**config.mk**
```make
export PLATFORM = sky130hd
export DESIGN_NAME = imem_arbiter
export DESIGN_NICKNAME = d
export VERILOG_FILES = /design/src/rtl/imem_arbiter.sv
export SDC_FILE = /design/constraint.sdc
export NUM_CORES = 1
export LEC_CHECK = 0
export BUFFER_PORTS_ARGS = -buffer_cell sky130_fd_sc_hd__clkbuf_2
export CAP_MARGIN = 20
export CORE_AREA = 2 2 86 88
export DETAILED_ROUTE_END_ITERATION = 7
export DIE_AREA = 0 0 88 90
export GPL_TIMING_DRIVEN = 1
export PLACE_DENSITY_LB_ADDON = 0.12
export REMOVE_ABC_BUFFERS = 1
export SLEW_MARGIN = 5
export SYNTH_ARGS = -nofsm -noshare
export SYNTH_HDL_FRONTEND = slang
export SYNTH_SLANG_ARGS = --single-unit
```
**constraint.sdc**
```tcl
create_clock -name clk -period 4.3 [get_ports clk]
set_input_delay 0.215 -clock clk [delete_from_list [all_inputs] [get_ports clk]]
set_output_delay 0.215 -clock clk [all_outputs]
set_load 0.05 [all_outputs]
```
**src/rtl/imem_arbiter.sv**
```systemverilog
// Two-requester arbiter for a single-port, 1-cycle-latency instruction memory.
// The loader has bounded priority over fetch. A fetched HALT_WORD blocks fetch until resume.
module imem_arbiter #(
  parameter int                 ADDR_W         = 16,
  parameter int                 DATA_W         = 32,
  parameter logic [DATA_W-1:0]  HALT_WORD      = 32'hFFFFFFFF,
  parameter int                 LOAD_BURST_MAX = 4
) (
  input  logic              clk,
  input  logic              rst,
  input  logic              f_req,
  input  logic [ADDR_W-1:0] f_addr,
  output logic              f_gnt,
  output logic              f_valid,
  output logic [DATA_W-1:0] f_rdata,
  input  logic              l_req,
  input  logic              l_we,
  input  logic [ADDR_W-1:0] l_addr,
  input  logic [DATA_W-1:0] l_wdata,
  output logic              l_gnt,
  output logic              l_valid,
  output logic [DATA_W-1:0] l_rdata,
  input  logic              resume,
  output logic              halted,
  output logic              mem_en,
  output logic              mem_we,
  output logic [ADDR_W-1:0] mem_addr,
  output logic [DATA_W-1:0] mem_wdata,
  input  logic [DATA_W-1:0] mem_rdata
);
  localparam int CNT_W = $clog2(LOAD_BURST_MAX + 1);

  // The state records which requester owns the read that returns this cycle.
  typedef enum logic [1:0] {IDLE, F_RD, L_RD} state_t;

  state_t            state, state_nxt;
  logic [CNT_W-1:0]  burst_cnt, burst_nxt;
  logic              halted_nxt;
  logic [ADDR_W-1:0] last_addr;
  logic              f_elig, burst_full;

  assign f_elig     = f_req && !halted && !rst;
  assign burst_full = (burst_cnt == CNT_W'(LOAD_BURST_MAX));
  assign f_valid    = (state == F_RD);
  assign l_valid    = (state == L_RD);
  assign f_rdata    = f_valid ? mem_rdata : '0;
  assign l_rdata    = l_valid ? mem_rdata : '0;

  always_ff @(posedge clk or posedge rst) begin
    if (rst) begin
      state     <= IDLE;
      burst_cnt <= '0;
      halted    <= 1'b0;
      last_addr <= '0;
    end else begin
      state     <= state_nxt;
      burst_cnt <= burst_nxt;
      halted    <= halted_nxt;
      if (mem_en) last_addr <= mem_addr;
    end
  end

  always_comb begin
    f_gnt      = 1'b0;
    l_gnt      = 1'b0;
    mem_en     = 1'b0;
    mem_we     = 1'b0;
    mem_addr   = last_addr;
    mem_wdata  = '0;
    state_nxt  = IDLE;
    burst_nxt  = burst_cnt;
    halted_nxt = halted;

    if (!rst) begin
      if (l_req && !(burst_full && f_elig)) begin
        l_gnt     = 1'b1;
        mem_en    = 1'b1;
        mem_we    = l_we;
        mem_addr  = l_addr;
        mem_wdata = l_wdata;
        state_nxt = l_we ? IDLE : L_RD;
      end else if (f_elig) begin
        f_gnt     = 1'b1;
        mem_en    = 1'b1;
        mem_addr  = f_addr;
        state_nxt = F_RD;
      end
    end

    // The streak counts only loader wins taken while fetch was waiting.
    if (f_gnt || !f_elig)
      burst_nxt = '0;
    else if (l_gnt && !burst_full)
      burst_nxt = burst_cnt + CNT_W'(1);

    // A HALT return takes precedence over a coincident resume.
    if (f_valid && mem_rdata == HALT_WORD)
      halted_nxt = 1'b1;
    else if (resume)
      halted_nxt = 1'b0;
  end
endmodule
```
==> impl_metrics.csv, run 1 <==
group,metric,value,unit
synthesis,synth_cell_type_count,24,
route,drc,0,
route,vias,2613,
synthesis,synth.largest_area_cell,"and2_1",
floorplanning,io_pins,221,
setup_path,cp-startpoint,"halted",
cts,clk-insertion-delay-late,260,ps
power,power.leakage,1.83,nW
cts,hold_buffers,0,
synthesis,ys_warn_count,0,
outcome,status,"finished, final reports clean",
cts,htree_levels,1,
global_routing,overflow,0,
setup_path,critPathSlowestCell,"or3b_1",
power,power_density,241,nW/um^2
synthesis,syn-cell-area,2020,sq um
timing,tightestPinTransition,806,ps
setup_path,critical_path_class,"flop to primary output",
floorplanning,rows,31,
timing,finalHoldViolCount,0,
setup_path,path_depth,4,
route,drt-total-wl,7080,um
setup_path,crit_end,"mem_addr[8]",
floorplanning,die_area,7920,sq um
setup_path,worstSetupStartpointType,"flop",
timing,setup_viol,0,
floorplanning,coreArea,7020,sq um
setup_path,cp_cell_sequence,"or3b_1, o21a_4, a221oi_1, clkbuf_2",
synthesis,syn_inst,257,
timing,fin_hold_ws,176,ps
timing,rsz0062_at_grt,"no",
route,dr.pass1.iters,5,
synthesis,async_flop_share,100,%
global_routing,grt_pass1_vias,2319,
route,vias_per_cell,4.66,
route,routedWlPerCell,12.6,um
placement,detailed_place_hpwl,5770,um
finish,nFillCells,731,
global_routing,antenna_found_initial,0,
global_routing,grt_pass1_wl,10700,um
setup_path,reg2reg_from,"halted",
cts,numCtsBuffers,3,
flow_run,drv_cap,0,
floorplanning,initial_core_util,28.8,%
setup_path,slowest_delay,730,ps
setup_path,critPathRequiredTime,4090,ps
setup_path,arrival,2570,ps
synthesis,yosysSeqAreaShare,27.2,%
timing,fmax,359,MHz
finish,synthToLayoutAreaGrowth,59.1,%
synthesis,synth_top_area_share,30.0,%
global_routing,grt_use_total,16.3,%
setup_path,crit_path_max_fanout,33,
cts,clkTransAtPathRegs,80,ps
timing,slew_viol_final,0,
finish,final_cell_mix,"clkbuf_2, and2_1, a221oi_1, dfrtp_1, inv_1",
route,ant_nets,0,
setup_path,reg2reg_depth,3,
cts,root_buffer,"clkbuf_8",
timing,fin_crit,2780,ps
finish,final_common_cell,"clkbuf_2",
finish,antenna_cells,0,
min_path,hp-class,"primary input to flop",
timing,setup_tns,0,ps
route,dr.first_iter.drc_count,85,
finish,drive_above_1_share,50.0,%
finish,final_nets,567,
cts,cts_tree,"built",
synthesis,synthTopCellsByArea,"and2_1, dfrtp_1, a221oi_1",
setup_path,rrSetupSlack,2240,ps
power,ir_worst_vdd,0.113,mV
setup_path,reg2reg_to,"last_addr[4]",
global_routing,grt_max_degree,35,
synthesis,avgSynthCellArea,7.87,sq um
timing,slew_headroom,46.3,%
cts,post_cts_resized,0,
synthesis,synth_edf_count,0,
cts,cts.path.max_buffers,2,
cts,numClockSinks,22,
timing,finalCritPeriodShare,64.7,%
setup_path,worst-path-buf-inv,1,
placement,place.gp.congestion,0.748,
synthesis,ys.flop_type,"dfrtp_1",
setup_path,cp-end-kind,"primary output",
placement,numPortBuffers,220,
timing,fin_skew,3.35,ps
setup_path,cpLargestDelayFamily,"compound AO/OA/AOI/OAI gates",
floorplanning,die_h,90,um
floorplanning,dieWidth,88,um
synthesis,ys_ff_latch,22,
cts,post_cts_buffers,0,
[how the worst min path moves through the flow]
stage                       startpoint            to  slack, ps  depth (start not counted)
after floorplan                    rst  burst_cnt[0]        220                          1
after global placement    burst_cnt[0]  burst_cnt[0]        460                          1
after detailed placement          l_we      state[1]        470                          2
after CTS                         l_we      state[1]        190                          2
after global routing              l_we      state[1]        170                          2
final                             l_we      state[1]        180                          2
[through the flow]
step                cells  utilization, %  setup slack (ps)  area, sq um  power, mW
global route          561            45.9              1230         3220      0.821
finish                561            45.9              1520         3220      0.775
global placement      557            45.1              1650         3160      0.632
detailed placement    557            45.1              1590         3160      0.634
floorplan             234               -              1160         1910      0.509
CTS                   561            45.9              1480         3220      0.786
[cell usage after synthesis, types with 2 or more instances]
cell	number
buf_6	4
nor2_1	19
dfrtp_1	22
inv_1	21
a221oi_1	31
nand4_1	7
ha_1	2
a211oi_1	16
clkbuf_1	18
and2_1	97
nor3_1	4
nor2b_1	4
[report_power, final]
group / switching, mW / leakage [nW] / internal (mW) / total, mW
combinational: 0.281 / 1.54 / 0.112 / 0.394
sequential: 0.00552 / 0.257 / 0.227 / 0.233
clock: 0.0668 / 0.0288 / 0.0816 / 0.148
[logic make-up after synthesis]
family / after synthesis / synth area share [%]
flops: 22 / 27.2
buf+inv: 44 / 9.71
simple gates: 135 / 39.1
fa+ha+maj: 2 / 1.24
xor+xnor: 1 / 0.433
compound gates: 53 / 22.3
[worst reg2reg max path: cells and delay by family (launching register included)]
kind | cells | cell delay, ps
AOI/OAI and AO/OA | 2 | 800
and+or+nand+nor | 1 | 730
DFF | 1 | 420
[layout make-up]
| cell class | count | area (sq um) | area share, % |
|---|---|---|---|
| Multi-Input combinational cell | 191 | 1280 | 39.8 |
| Timing Repair Buffer | 224 | 1130 | 35.1 |
| Sequential cell | 22 | 551 | 17.1 |
| Tap cell | 99 | 124 | 3.85 |
| Inverter | 21 | 78.8 | 2.45 |
| Clock buffer | 4 | 55.1 | 1.71 |
[per-layer routing]
metal | wire (um) | vias up | part of all wire [%] | track usage [%]
li1 | - | 1314 | - | -
met1 | 2820 | 1164 | 40 | 20.3
met2 | 3670 | 131 | 52 | 29.0
met3 | 542 | 4 | 7.7 | 2.94
met4 | 40 | 0 | 0.57 | 3.08
met5 | 0 | - | 0 | 0
[flip-flops by register name, indices dropped and copies added, names as in the netlist]
signal,cells
last_addr,16
burst_cnt,3
state,2
halted,1
Note: power is estimated with default switching activity, not from simulation.
==> inputs of run 2 (changes only) <==
Settings changed: CORE_AREA 2 2 86 88 to 2 2 87 89, DIE_AREA 0 0 88 90 to 0 0 89 91.
Clock period 4.3 ns to 2.7 ns, I/O delays scaled along.
==> run 2 against run 1 <==
Hold slack lost 120 ps. Combinational power grew 61%. Sequential share of layout area shrank 0.28 points. Count of clock-buffer cells in the layout shrank 1. Clock skew grew 4.2 ps. Power grew 69%. Sequential power grew 59%. Clock power grew 110%. Cell count grew 0.89%. Worst setup slack lost 1300 ps. Critical endpoint is now mem_addr[9]. Cell area grew 1.7%.
==> impl_metrics.csv, run 2 (synthesis results as in run 1) <==
group,metric,value,unit
outcome,status,"finished, final reports clean",
cts,numClockSinks,22,
timing,finalCritPeriodShare,93.4,%
finish,largestRegisters,"last_addr x16, burst_cnt x3, state x2",
cts,root_buffer,"clkbuf_8",
cts,numCtsBuffers,3,
setup_path,crit_path_max_fanout,33,
min_path,hold_end,"state[1]",
floorplanning,rows,31,
finish,synthToLayoutAreaGrowth,61.8,%
setup_path,cp-end-kind,"primary output",
placement,detailed_place_hpwl,6070,um
placement,place.gp.congestion,0.737,
global_routing,antenna_found_initial,0,
finish,final_common_cell,"clkbuf_2",
power,p_int,0.743,mW
setup_path,slowest_delay,570,ps
timing,rsz0062_at_grt,"no",
timing,slew_viol_final,0,
route,vias,2633,
setup_path,rrSetupSlack,830,ps
floorplanning,io_pins,221,
cts,cts.path.max_buffers,2,
power,p_sw,0.569,mW
finish,antenna_cells,0,
power,power_frac_comb,48.3,%
timing,setup_viol,0,
timing,fmax,397,MHz
route,drt-total-wl,7310,um
timing,finalHoldViolCount,0,
flow_run,drv_cap,0,
route,routedWlPerCell,12.9,um
power,total_power,1.31,mW
floorplanning,initial_core_util,28.3,%
route,dr.first_iter.drc_count,85,
setup_path,critPathSlowestCell,"or3b_1",
timing,fin_crit,2520,ps
cts,post_cts_buffers,0,
finish,final-seq-area,551,sq um
global_routing,grt_max_degree,35,
finish,layout.cells.non_filler,566,
power,sequentialPowerShare,28.3,%
setup_path,reg2reg_depth,4,
setup_path,worstSetupStartpointType,"flop",
floorplanning,die_area,8100,sq um
setup_path,critical_path_class,"flop to primary output",
finish,largest_reg_flops,16,
finish,nFillCells,779,
timing,fin_hold_ws,56.7,ps
finish,multi_input_area,1280,sq um
floorplanning,coreArea,7140,sq um
timing,slew_headroom,52.1,%
placement,numPortBuffers,220,
timing,fin_skew,7.57,ps
cts,htree_levels,1,
setup_path,critPathRequiredTime,2570,ps
cts,clk-insertion-delay-late,270,ps
route,dr.pass1.iters,4,
cts,clkTransAtPathRegs,80,ps
global_routing,grt_pass1_vias,2420,
floorplanning,die_h,91,um
finish,regMostFlops,"last_addr",
min_path,hp-class,"primary input to flop",
route,vias_per_cell,4.65,
setup_path,reg2reg_to,"burst_cnt[2]",
global_routing,grt_use_total,16.8,%
timing,tightestPinTransition,719,ps
power,clkPwrFrac,23.5,%
setup_path,reg2reg_from,"halted",
setup_path,arrival,2390,ps
power,swShare,43.4,%
route,drc,0,
power,power_density,401,nW/um^2
placement,place_inst,562,
floorplanning,dieWidth,89,um
global_routing,grt_pass1_wl,11100,um
min_path,hp-start,"l_we",
finish,final_nets,572,
route,ant_nets,0,
power,ir_worst_vdd,0.189,mV
finish,final_cell_mix,"clkbuf_2, and2_1, a221oi_1, dfrtp_1, inv_1",
finish,drive_above_1_share,50.7,%
setup_path,cp_cell_sequence,"or3b_1, o21a_4, a221oi_1, buf_2",
global_routing,overflow,0,
power,power.leakage,1.85,nW
min_path,hold_path_depth,2,
cts,cts_tree,"built",
==> run 2: cell count changes in the layout (fill, tap and decap cells not counted), sizes merged <==
| cell | change |
|---|---|
| clkbuf | -2 |
| buf | +6 |
| bufinv | +1 |
==> run 2: area by class of cell <==
class / instances / area share, %
Timing Repair Buffer: 229 / 35.7
Clock inverter: 1 / 0.917
Tap cell: 99 / 3.78
Clock buffer: 3 / 1.26
Inverter: 21 / 2.41
Multi-Input combinational cell: 191 / 39.1
Sequential cell: 22 / 16.8
==> run 2: layer usage <==
| metal | GRT usage [%] | share of wire (%) |
|---|---|---|
| met5 | 0 | 0 |
| met4 | 2.49 | 0.93 |
| met3 | 2.55 | 8.0 |
| met2 | 31.3 | 52 |
| met1 | 20.3 | 39 |
==> run 2: what timing repair did <==
item                                    4_1_cts  5_1_grt
hold buffers                                  0        0
endpoints found under the setup margin        0       33
resized for setup                             0        2
==> run 2: worst max-delay path by stage <==
stage                     startpoint          end  slack [ps]  cells past startpoint
after CTS                     halted  mem_addr[9]         170                      4
after global placement        halted  mem_addr[9]         490                      4
after floorplan               halted  mem_addr[4]        -360                      3
after global routing          halted  mem_addr[9]          30                      4
final                         halted  mem_addr[9]         180                      4
after detailed placement      halted  mem_addr[9]         460                      4
==> run 2: power groups by stage <==
stage          combinational [mW]  clock, mW  sequential [mW]
5_1_grt                     0.679      0.330            0.375
3_5_place_dp                0.638          0            0.378
3_3_place_gp                0.637          0            0.377
6_report                    0.634      0.308            0.371
4_1_cts                     0.639      0.315            0.371
2_1_floorplan               0.436          0            0.375
==> run 2: stage by stage <==
stage	setup TNS (ps)	area, sq um	utilization, %	setup slack, ps
detailed placement	0	3200	44.9	458
floorplan	-5140	1910	-	-363
finish	0	3270	45.9	178
global placement	0	3200	44.9	487
global route	0	3270	45.9	25.9
CTS	0	3270	45.9	167
==> run 2: worst max-delay path: cells and delay by family, from the launching register on <==
| family | cells | cell delay, ps |
|---|---|---|
| AND/OR/NAND/NOR | 1 | 570 |
| buffers and inverters | 1 | 340 |
| flip-flops | 1 | 410 |
| AO/OA/AOI/OAI | 2 | 810 |
